### src/rtl/pacer_pkg.sv
// Shared definitions for the step pacer: FSM state encoding and the speed-ramp decision.
// Latency: n/a (types and a pure function only).
// Backpressure: n/a.
package pacer_pkg;

    typedef enum logic [1:0] {
        ST_IDLE = 2'd0,
        ST_LOAD = 2'd1,
        ST_MOVE = 2'd2,
        ST_FIN  = 2'd3
    } state_t;

    // Trapezoidal ramp. rem is the distance still to travel after the step just
    // taken. Decelerating takes (dmax - cur) more steps to get back to the
    // slowest code, so once rem fits inside that budget we start slowing down.
    // Evaluated at 32 bits so callers of any width share one implementation;
    // cur never exceeds dmax, so dmax - cur cannot underflow.
    function automatic logic [31:0] ramp_next(input logic [31:0] cur,
                                              input logic [31:0] rem,
                                              input logic [31:0] dmin,
                                              input logic [31:0] dmax);
        if (rem <= dmax - cur) begin
            return (cur >= dmax) ? dmax : cur + 32'd1;
        end
        return (cur <= dmin) ? dmin : cur - 32'd1;
    endfunction

endpackage

### src/rtl/pacer_ramp.sv
// Next delay code for the speed ramp, saturated to [DELAY_MIN, DELAY_MAX].
// Latency: purely combinational.
// Backpressure: none; the caller decides when the result is loaded.
// Ports: dly_delay (current code), rem (distance left after this step),
//        next_delay (code to load on the expiry cycle).
module pacer_ramp
    import pacer_pkg::*;
#(
    parameter int POS_BITS   = 10,
    parameter int DELAY_BITS = 4,
    parameter int DELAY_MIN  = 2,
    parameter int DELAY_MAX  = 15
) (
    input  logic [DELAY_BITS-1:0] dly_delay,
    input  logic [POS_BITS:0]     rem,
    output logic [DELAY_BITS-1:0] next_delay
);

    assign next_delay = DELAY_BITS'(ramp_next(32'(dly_delay), 32'(rem),
                                              32'(DELAY_MIN), 32'(DELAY_MAX)));

endmodule

### src/rtl/step_pacer.sv
// Walks one coordinate toward a target, one pixel per delay_unit expiry, with a
// trapezoidal speed ramp. Latency: first step 2*DELAY_MAX+3 cycles after LOAD.
// Backpressure: start is ignored unless IDLE; abort stops the move at once.
// Ports: clk/reset; start/abort/target from game logic; pos/busy/step/done to the
//        sprite logic; dly_reset/dly_enable/dly_delay/dly_waiting to the delay_unit.
module step_pacer
    import pacer_pkg::*;
#(
    parameter int POS_BITS   = 10,
    parameter int DELAY_BITS = 4,
    parameter int DELAY_MAX  = 15,
    parameter int DELAY_MIN  = 2,
    parameter int INIT_POS   = 0
) (
    input  logic                  clk,
    input  logic                  reset,
    input  logic                  start,
    input  logic                  abort,
    input  logic [POS_BITS-1:0]   target,
    output logic [POS_BITS-1:0]   pos,
    output logic                  busy,
    output logic                  step,
    output logic                  done,
    output logic                  dly_reset,
    output logic                  dly_enable,
    output logic [DELAY_BITS-1:0] dly_delay,
    input  logic                  dly_waiting
);

    localparam logic [DELAY_BITS-1:0] D_MAX = DELAY_BITS'(DELAY_MAX);
    localparam logic [POS_BITS-1:0]   P_INIT = POS_BITS'(INIT_POS);

    state_t                state, state_nx;
    logic [POS_BITS-1:0]   tgt, tgt_nx;
    logic                  dir, dir_nx;        // 1 = counting up
    logic [POS_BITS-1:0]   pos_nx, pos_step;
    logic [POS_BITS:0]     rem;
    logic [DELAY_BITS-1:0] delay_nx, ramp_delay;
    logic                  step_nx, done_nx;

    // Candidate position and remaining distance if this cycle is an expiry.
    // The move always stops at the target, so pos_step never wraps.
    assign pos_step = dir ? pos + POS_BITS'(1) : pos - POS_BITS'(1);
    assign rem      = dir ? ({1'b0, tgt} - {1'b0, pos_step})
                          : ({1'b0, pos_step} - {1'b0, tgt});

    pacer_ramp #(
        .POS_BITS   (POS_BITS),
        .DELAY_BITS (DELAY_BITS),
        .DELAY_MIN  (DELAY_MIN),
        .DELAY_MAX  (DELAY_MAX)
    ) u_ramp (
        .dly_delay  (dly_delay),
        .rem        (rem),
        .next_delay (ramp_delay)
    );

    always_comb begin
        state_nx = state;
        tgt_nx   = tgt;
        dir_nx   = dir;
        pos_nx   = pos;
        delay_nx = dly_delay;
        step_nx  = 1'b0;
        done_nx  = 1'b0;
        case (state)
            ST_IDLE: begin
                // abort is not looked at here, so start wins a tie
                if (start) begin
                    if (target != pos) begin
                        tgt_nx   = target;
                        dir_nx   = (target > pos);
                        delay_nx = D_MAX;
                        state_nx = ST_LOAD;
                    end else begin
                        state_nx = ST_FIN;
                    end
                end
            end
            ST_LOAD: begin
                // One cycle with dly_reset high flushes any stale count
                state_nx = abort ? ST_IDLE : ST_MOVE;
            end
            ST_MOVE: begin
                if (abort) begin
                    state_nx = ST_IDLE;
                end else if (!dly_waiting) begin
                    pos_nx  = pos_step;
                    step_nx = 1'b1;
                    if (rem == '0) begin
                        state_nx = ST_FIN;
                    end else begin
                        // Loaded on the expiry cycle, while the delay_unit
                        // counter restarts, so each interval uses one code.
                        delay_nx = ramp_delay;
                    end
                end
            end
            ST_FIN: begin
                done_nx  = 1'b1;
                state_nx = ST_IDLE;
            end
            default: state_nx = ST_IDLE;
        endcase
    end

    always_ff @(posedge clk) begin
        if (reset) begin
            state      <= ST_IDLE;
            tgt        <= P_INIT;
            dir        <= 1'b0;
            pos        <= P_INIT;
            busy       <= 1'b0;
            step       <= 1'b0;
            done       <= 1'b0;
            dly_reset  <= 1'b1;
            dly_enable <= 1'b0;
            dly_delay  <= D_MAX;
        end else begin
            state      <= state_nx;
            tgt        <= tgt_nx;
            dir        <= dir_nx;
            pos        <= pos_nx;
            step       <= step_nx;
            done       <= done_nx;
            dly_delay  <= delay_nx;
            // Handshake outputs follow the state being entered so they line
            // up with it rather than trailing by a cycle.
            busy       <= (state_nx == ST_LOAD) || (state_nx == ST_MOVE);
            dly_enable <= (state_nx == ST_MOVE);
            dly_reset  <= (state_nx != ST_MOVE);
        end
    end

endmodule

### config.mk
export PLATFORM = sky130hd
export DESIGN_NAME = step_pacer
export DESIGN_NICKNAME = d
export VERILOG_FILES = /design/src/rtl/pacer_pkg.sv /design/src/rtl/pacer_ramp.sv /design/src/rtl/step_pacer.sv
export SDC_FILE = /design/constraint.sdc
export NUM_CORES = 1
export LEC_CHECK = 0
export BUFFER_PORTS_ARGS = -buffer_cell sky130_fd_sc_hd__buf_2
export CORE_AREA = 3 3 74 76
export CTS_BUF_LIST = sky130_fd_sc_hd__clkbuf_4 sky130_fd_sc_hd__clkbuf_8 sky130_fd_sc_hd__clkbuf_16
export CTS_CLUSTER_DIAMETER = 120
export DETAILED_ROUTE_END_ITERATION = 16
export DIE_AREA = 0 0 77 79
export GPL_ROUTABILITY_DRIVEN = 0
export PLACE_DENSITY_LB_ADDON = 0.2
export SETUP_SLACK_MARGIN = 0.15
export SYNTH_ARGS = -nofsm -noshare
export SYNTH_HDL_FRONTEND = slang
export SYNTH_SLANG_ARGS = --single-unit
### constraint.sdc
create_clock -name clk -period 8.62 [get_ports clk]
set_input_delay 1.293 -clock clk [delete_from_list [all_inputs] [get_ports clk]]
set_output_delay 1.293 -clock clk [all_outputs]
set_load 0.02 [all_outputs]
# ---- Yosys cells after proc, flatten, opt, wreduce, memory -nomap -nowiden
# Cells that the tools add are included.
dict set report word_totals {
  reg_bits 32
}
dict set report classes {
  magnitude_cmp 4
  bitwise 3
  n_mux 22
  add_sub_neg 7
  n_eq_ne 12
  reduce_logical 8
}
# operator count
set op_table {}
lappend op_table {{4-bit 2-to-1 mux} 9}
lappend op_table {{11-bit by 32-bit less-or-equal comparator with 1-bit output} 1}
lappend op_table {{10-bit by 10-bit subtractor with 11-bit output} 2}
lappend op_table {{2-bit 2-to-1 mux} 6}
lappend op_table {{2-bit inequality test, second input constant} 6}
lappend op_table {{11-bit zero test} 1}
lappend op_table {{11-bit 2-to-1 mux} 1}
lappend op_table {{10-bit by 1-bit adder with 10-bit output, second input constant} 1}
lappend op_table {{10-bit greater-than comparator} 1}
lappend op_table {{10-bit 2-to-1 mux} 1}
lappend op_table {{10-bit inequality test} 1}
lappend op_table {{10-bit by 1-bit subtractor with 10-bit output, second input constant} 1}
lappend op_table {{2-bit one-hot mux with 4 select lines} 1}
lappend op_table {{4-bit one-hot mux with 2 select lines} 1}
lappend op_table {{2-bit equality test, second input constant} 3}
lappend op_table {{3-bit AND reduction} 2}
lappend op_table {{6-bit AND reduction} 1}
lappend op_table {{4-bit by 4-bit subtractor with 5-bit output, first input constant} 1}
lappend op_table {{4-bit by 1-bit adder with 4-bit output, second input constant} 1}
lappend op_table {{2-bit by 1-bit equality test with 1-bit output, second input constant} 2}
lappend op_table {{4-bit >= comparator, second input constant} 1}
lappend op_table {{4-bit by 2-bit less-or-equal comparator with 1-bit output, second input constant} 1}
lappend op_table {{4-bit by 1-bit subtractor with 4-bit output, second input constant} 1}
lappend op_table {{1-bit 2-to-1 mux} 3}
lappend op_table {{5 further kinds} 7}

# ---- Longest topological paths before layout
dict set report logic_depth {
  word_depth 11
  ltp_mapped 21
}

# ---- By module
# A second synthesis with hierarchy kept.
dict set report hier_totals {
  cells_unflattened 396
  area_unflattened_um2 3146.8
}
# module area_each_um2 seq_area_each_um2 cells_per_inst instances
set by_module_without_submodules {}
lappend by_module_without_submodules {step_pacer 2859.0 640.6 357 1}
lappend by_module_without_submodules {pacer_ramp 287.8 0.0 39 1}

# ---- Worst setup path before layout
# Ideal clock, no wire load.
dict set report synth_timing {
  path_type {register to register}
  start {reg dir}
  end {reg dly_delay[3]}
  path_stages_with_launch 22
  required_time_ns 8.498
  setup_time_ns 0.122
  setup_slack_ns 4.203
  t_arrival_ns 4.296
  path_cell_list {dfxtp_1 -> clkinv_1 -> ha_1 -> a21o_1 -> a21oi_1 -> o21bai_1 -> a21oi_1 -> o21ai_0 -> xor2_1 -> ha_1 -> buf_6 -> a21o_1 -> or2_1 -> a311oi_1 -> nor3_1 -> xor2_1 -> nor3_2 -> and4_1 -> buf_6 -> a41oi_2 -> nor4b_2 -> o21bai_1}
}
dict set report synth_via {
  elab_chain_len 10
}
# item line_no
set synth_rtl {}
lappend synth_rtl {{from (decl)} step_pacer.sv:35} ;# logic dir, dir_nx;
lappend synth_rtl {{from (signal assigned)} step_pacer.sv:122} ;# dir <= dir_nx;
lappend synth_rtl {{10-bit 2-to-1 mux *} step_pacer.sv:43} ;# assign pos_step = dir ? pos + POS_BITS'(1) : pos - POS_BITS'(1);
lappend synth_rtl {{net pos_step[7]} step_pacer.sv:36} ;# logic [POS_BITS-1:0] pos_nx, pos_step;
lappend synth_rtl {{10-bit by 10-bit subtractor with 11-bit output, on equally long branches} {step_pacer.sv:45, step_pacer.sv:44}}
lappend synth_rtl {{11-bit 2-to-1 mux *} step_pacer.sv:44} ;# assign rem = dir ? ({1'b0, tgt} - {1'b0, pos_step})
lappend synth_rtl {{11-bit by 32-bit less-or-equal comparator with 1-bit output} pacer_pkg.sv:22} ;# if (rem <= dmax - cur) begin
lappend synth_rtl {{1-bit 2-to-1 mux} pacer_pkg.sv:22}
lappend synth_rtl {{4-bit 2-to-1 mux} pacer_pkg.sv:25} ;# return (cur <= dmin) ? dmin : cur - 32'd1;
lappend synth_rtl {{4-bit 2-to-1 mux} step_pacer.sv:90} ;# if (rem == '0) begin
lappend synth_rtl {{4-bit 2-to-1 mux} step_pacer.sv:87} ;# end else if (!dly_waiting) begin
lappend synth_rtl {{4-bit 2-to-1 mux} step_pacer.sv:85} ;# if (abort) begin
lappend synth_rtl {{4-bit one-hot mux with 2 select lines} step_pacer.sv:66} ;# case (state)
lappend synth_rtl {{to (signal assigned)} step_pacer.sv:126} ;# dly_delay <= delay_nx;
lappend synth_rtl {{to (decl)} step_pacer.sv:26} ;# output logic [DELAY_BITS-1:0] dly_delay,
# The timed path passes the listed nets; every way through them passes the cells marked *. The select of a mux whose other input is x is not followed.
# A chain may end at the register's enable or synchronous reset.

# ---- Worst setup path after layout
# Ends and elaborated chain as after synthesis.

==> metrics.md <==
| Metric | Value |
|---|---|
| Most frequent cells in the layout | 50 x nand2_1, 45 x ha_1, 38 x inv_1, 38 x a21oi_1, 33 x buf_2 |
| Vias | around 2800 |
| Final slew viol count | 0 |
| Post-Syn Area | just over 0.003 mm² |
| Clock sinks | 32 |
| Setup TNS | 0 ps |
| Endpoints failing setup | 0 |
| Critical path capture point type | flop |
| Crit-path cells | clkinv_1 -> ha_1 -> a21o_1 -> a21oi_1 -> o21bai_1 -> a21oi_1 -> o21ai_0 -> xor2_1 -> ha_1 -> a21o_1 -> nand2b_1 -> a311oi_1 -> nor3_1 -> xor2_1 -> nor3_2 -> and4_1 -> a41oi_2 -> nor4b_2 -> o21bai_1 |
| Post-synthesis compound-gate area fraction | 22.8% |
| IO buf count | 33 |
| Commonest non-fill, non-tap cell in the layout | nand2_1 |
| Net Switching | 0.169 mW |
| Pwr per Cell Area | around 140 mW/mm² |
| Initial antenna violation count | 0 |
| Required time of the critical path | approximately 9000 ps |
| Switching Fraction | 37.4% |
| Synth area leaders | dfxtp_1 21%, ha_1 18%, a21oi_1 6.2% |
| DR pass1 iterations | 4 |
| Root Buffer | clkbuf_8 |
| Internal cell power | between 0.2 and 0.3 mW |
| Startpoint Class | flop |
| Core Region | about 0.0048 mm² |
| CTS tree | yes |
| Worst Path Buf+Inv | 1 |
| Top delay family on crit path | compound AO/OA/AOI/OAI gates |
| Fin crit period | between 5000 and 6000 ps |
| Max clock buf depth | 2 |
| First-pass GRT wire length | 12600 µm |
| Period Utilization, post-route | ~64% |
| DRC viols | 0 |
| Slew headroom | 60.1% |
| Mapped Cells | a little under 400 |
| Via density | just under 6 |
| RSZ-0062 raised after global routing | false |
| Antenna-violating nets left | 0 |
| Fraction of layout cells with a size suffix above 1 | about 14% |
| Synth Area in XOR/XNOR | between 4 and 5% |
| Clk_skew | about 8.4 ps |
| Sequential share of power | 35.3% |
| Initial DRC count | about 210 |
| Nets@finish | 479 |
| Max-capacitance violation count | 0 |
| Synth cell types | 59 |
| Die H | between 70 and 80 µm |
| Detailed-placement wirelength estimate | between 5000 and 6000 µm |
| Grt total ovfl | 0 |
| Asr flop ratio synth | 0% |
| WL met3 | about 330 µm |
| DR top layer | met4 |
| Worst skew pair latency | about 290 ps |
| Fin. Hold Viols | 0 |
| Num CTS Buffers | 5 |
| Main synth FF type | dfxtp_1 |
| Worst hold slack | between 400 and 500 ps |
| Worst Tran Pin Value | 595 ps |
| Adder-cell area share of the yosys netlist | between 20% and 30% |
| Post-Synth Simple-Gate Area | between 20% and 30% |
| Num rows | 25 |
| Met2 WL post-DR | 3360 µm |
| Logic pwr share | 38.5% |
| Post-Syn Nets | about 450 |
| Flops & latches, synth | 32 |
| Worst setup margin | just over 3000 ps |
| Peak Freq | 180 MHz |
| Post-cts repair resize count | 0 |
| Yosys top cell by area | dfxtp_1 |
| Critical path class | flop to flop |
| Max incr delay on CP | around 630 ps |
| Setup bufs post-CTS | 0 |
| Largest net degree at the start of global routing | 33 |
| Leak | between 1.5 and 2 nW |
| Met1 WL | 3480 µm |
| Io pins | 34 |
| Arr. time, crit path | roughly 5700 ps |
| Syn Area/Cell | roughly 8 µm² |
| Number of H-tree levels | 2 |
| Status | completed |
| Die ar. | about 0.0061 mm² |
| Yosys top cell area share | 20.9% |
| Post-synth EDFFs | 0 |
| Final instance area | 0.00331 mm² |
| Largest family of logic cells by synthesized area | compound AO/OA/AOI/OAI gates |
| Hold_buf cts | 0 |
| Yosys Warn Count | 0 |
| Routed wire per std cell | 15.0 µm |
| Overall power | 0.451 mW |
| Initial Util | about 64% |
| Multiplexer area fraction after synthesis | approximately 2.5% |
| Critical path peak fanout | 16 |
| GRT Util Overall | about a quarter |
| VDD IR max | slightly above 100 µV |
| Die width | approximately 77 µm |
| Pre-CTS setup slack | 3140 ps |
| Clk slew on worst S/H paths | ~70 ps |
| Slowest stage cell, crit path | clkinv_1 |
| Layout area overhead | 8.35% |
| Diode count | 0 |
| Clk pwr share | between 20% and 30% |
| Sequential area share after synthesis | about a fifth |
| Placed cell area | 0.00322 mm² |
| Vias in the first global route | 2671 |
| WL final | between 7000 and 8000 µm |
| Hold crit path type | flop to flop |
[cells in the mapped netlist, drive strengths merged, types with 9 or more instances]
cell type   n
o21bai      9
dfxtp      32
o21ai      13
xnor2      10
a21oi      38
ha         45
nand2      50
a21o       11
clkbuf      9
nor2       32
inv        38
[area by class of cell]
| cell class | instances | area (µm²) |
|---|---|---|
| Multi-Input combinational cell | 303 | 2170 |
| Fill cell | 409 | 1470 |
| Sequential cell | 32 | 641 |
| Timing Repair Buffer | 35 | 180 |
| Inverter | 39 | 146 |
| Tap cell | 67 | 83.8 |
| Clock buffer | 5 | 68.8 |
| Clock inverter | 3 | 23.8 |
[final timing paths]
check	from	end	slack, ps	cells after the start
worst max-delay path	dir	dly_delay[3]	3060	19
worst min-delay path	tgt[0]	tgt[0]	480	2
worst max register to register	dir	dly_delay[3]	3060	19
worst min register to register	tgt[0]	tgt[0]	480	2
[power by group through the flow]
stage	Clock (mW)	Combinational [mW]	Sequential (mW)
2_1_floorplan	0	0.136	0.162
3_3_place_gp	0	0.166	0.162
3_5_place_dp	0	0.169	0.162
4_1_cts	0.120	0.171	0.159
5_1_grt	0.128	0.194	0.160
6_report	0.118	0.173	0.159
[routing by layer]
layer	GRT usage, %	up-vias
met1	34.5	1350
met3	2.15	10
met5	0	-
met2	42.9	74
li1	-	1415
met4	8.72	0
[per-stage QoR]
step,utilization [%],cells
finish,69.2,484
global route,69.2,484
CTS,69.2,484
detailed placement,67.3,476
global placement,67.3,476
floorplan,-,389
[cell families after synthesis]
logic type	Yosys count
simple gates	130
compound gates	103
fa+ha+maj	48
flops	32
mux	7
xor+xnor	15
buf+inv	54
[worst min-delay path, cell delays in order, from the launching register on]
cell	delay, ps
dfxtp_1	330
nand2_1	60
a21oi_1	50
[flip-flops by register name, indices dropped and copies added, names as in the netlist]
name and count:
busy 1, dir 1, dly_delay 4, dly_enable 1, dly_reset 1, done 1, pos 10, state 2
step 1, tgt 10
Power figures use the tool's default switching activity.
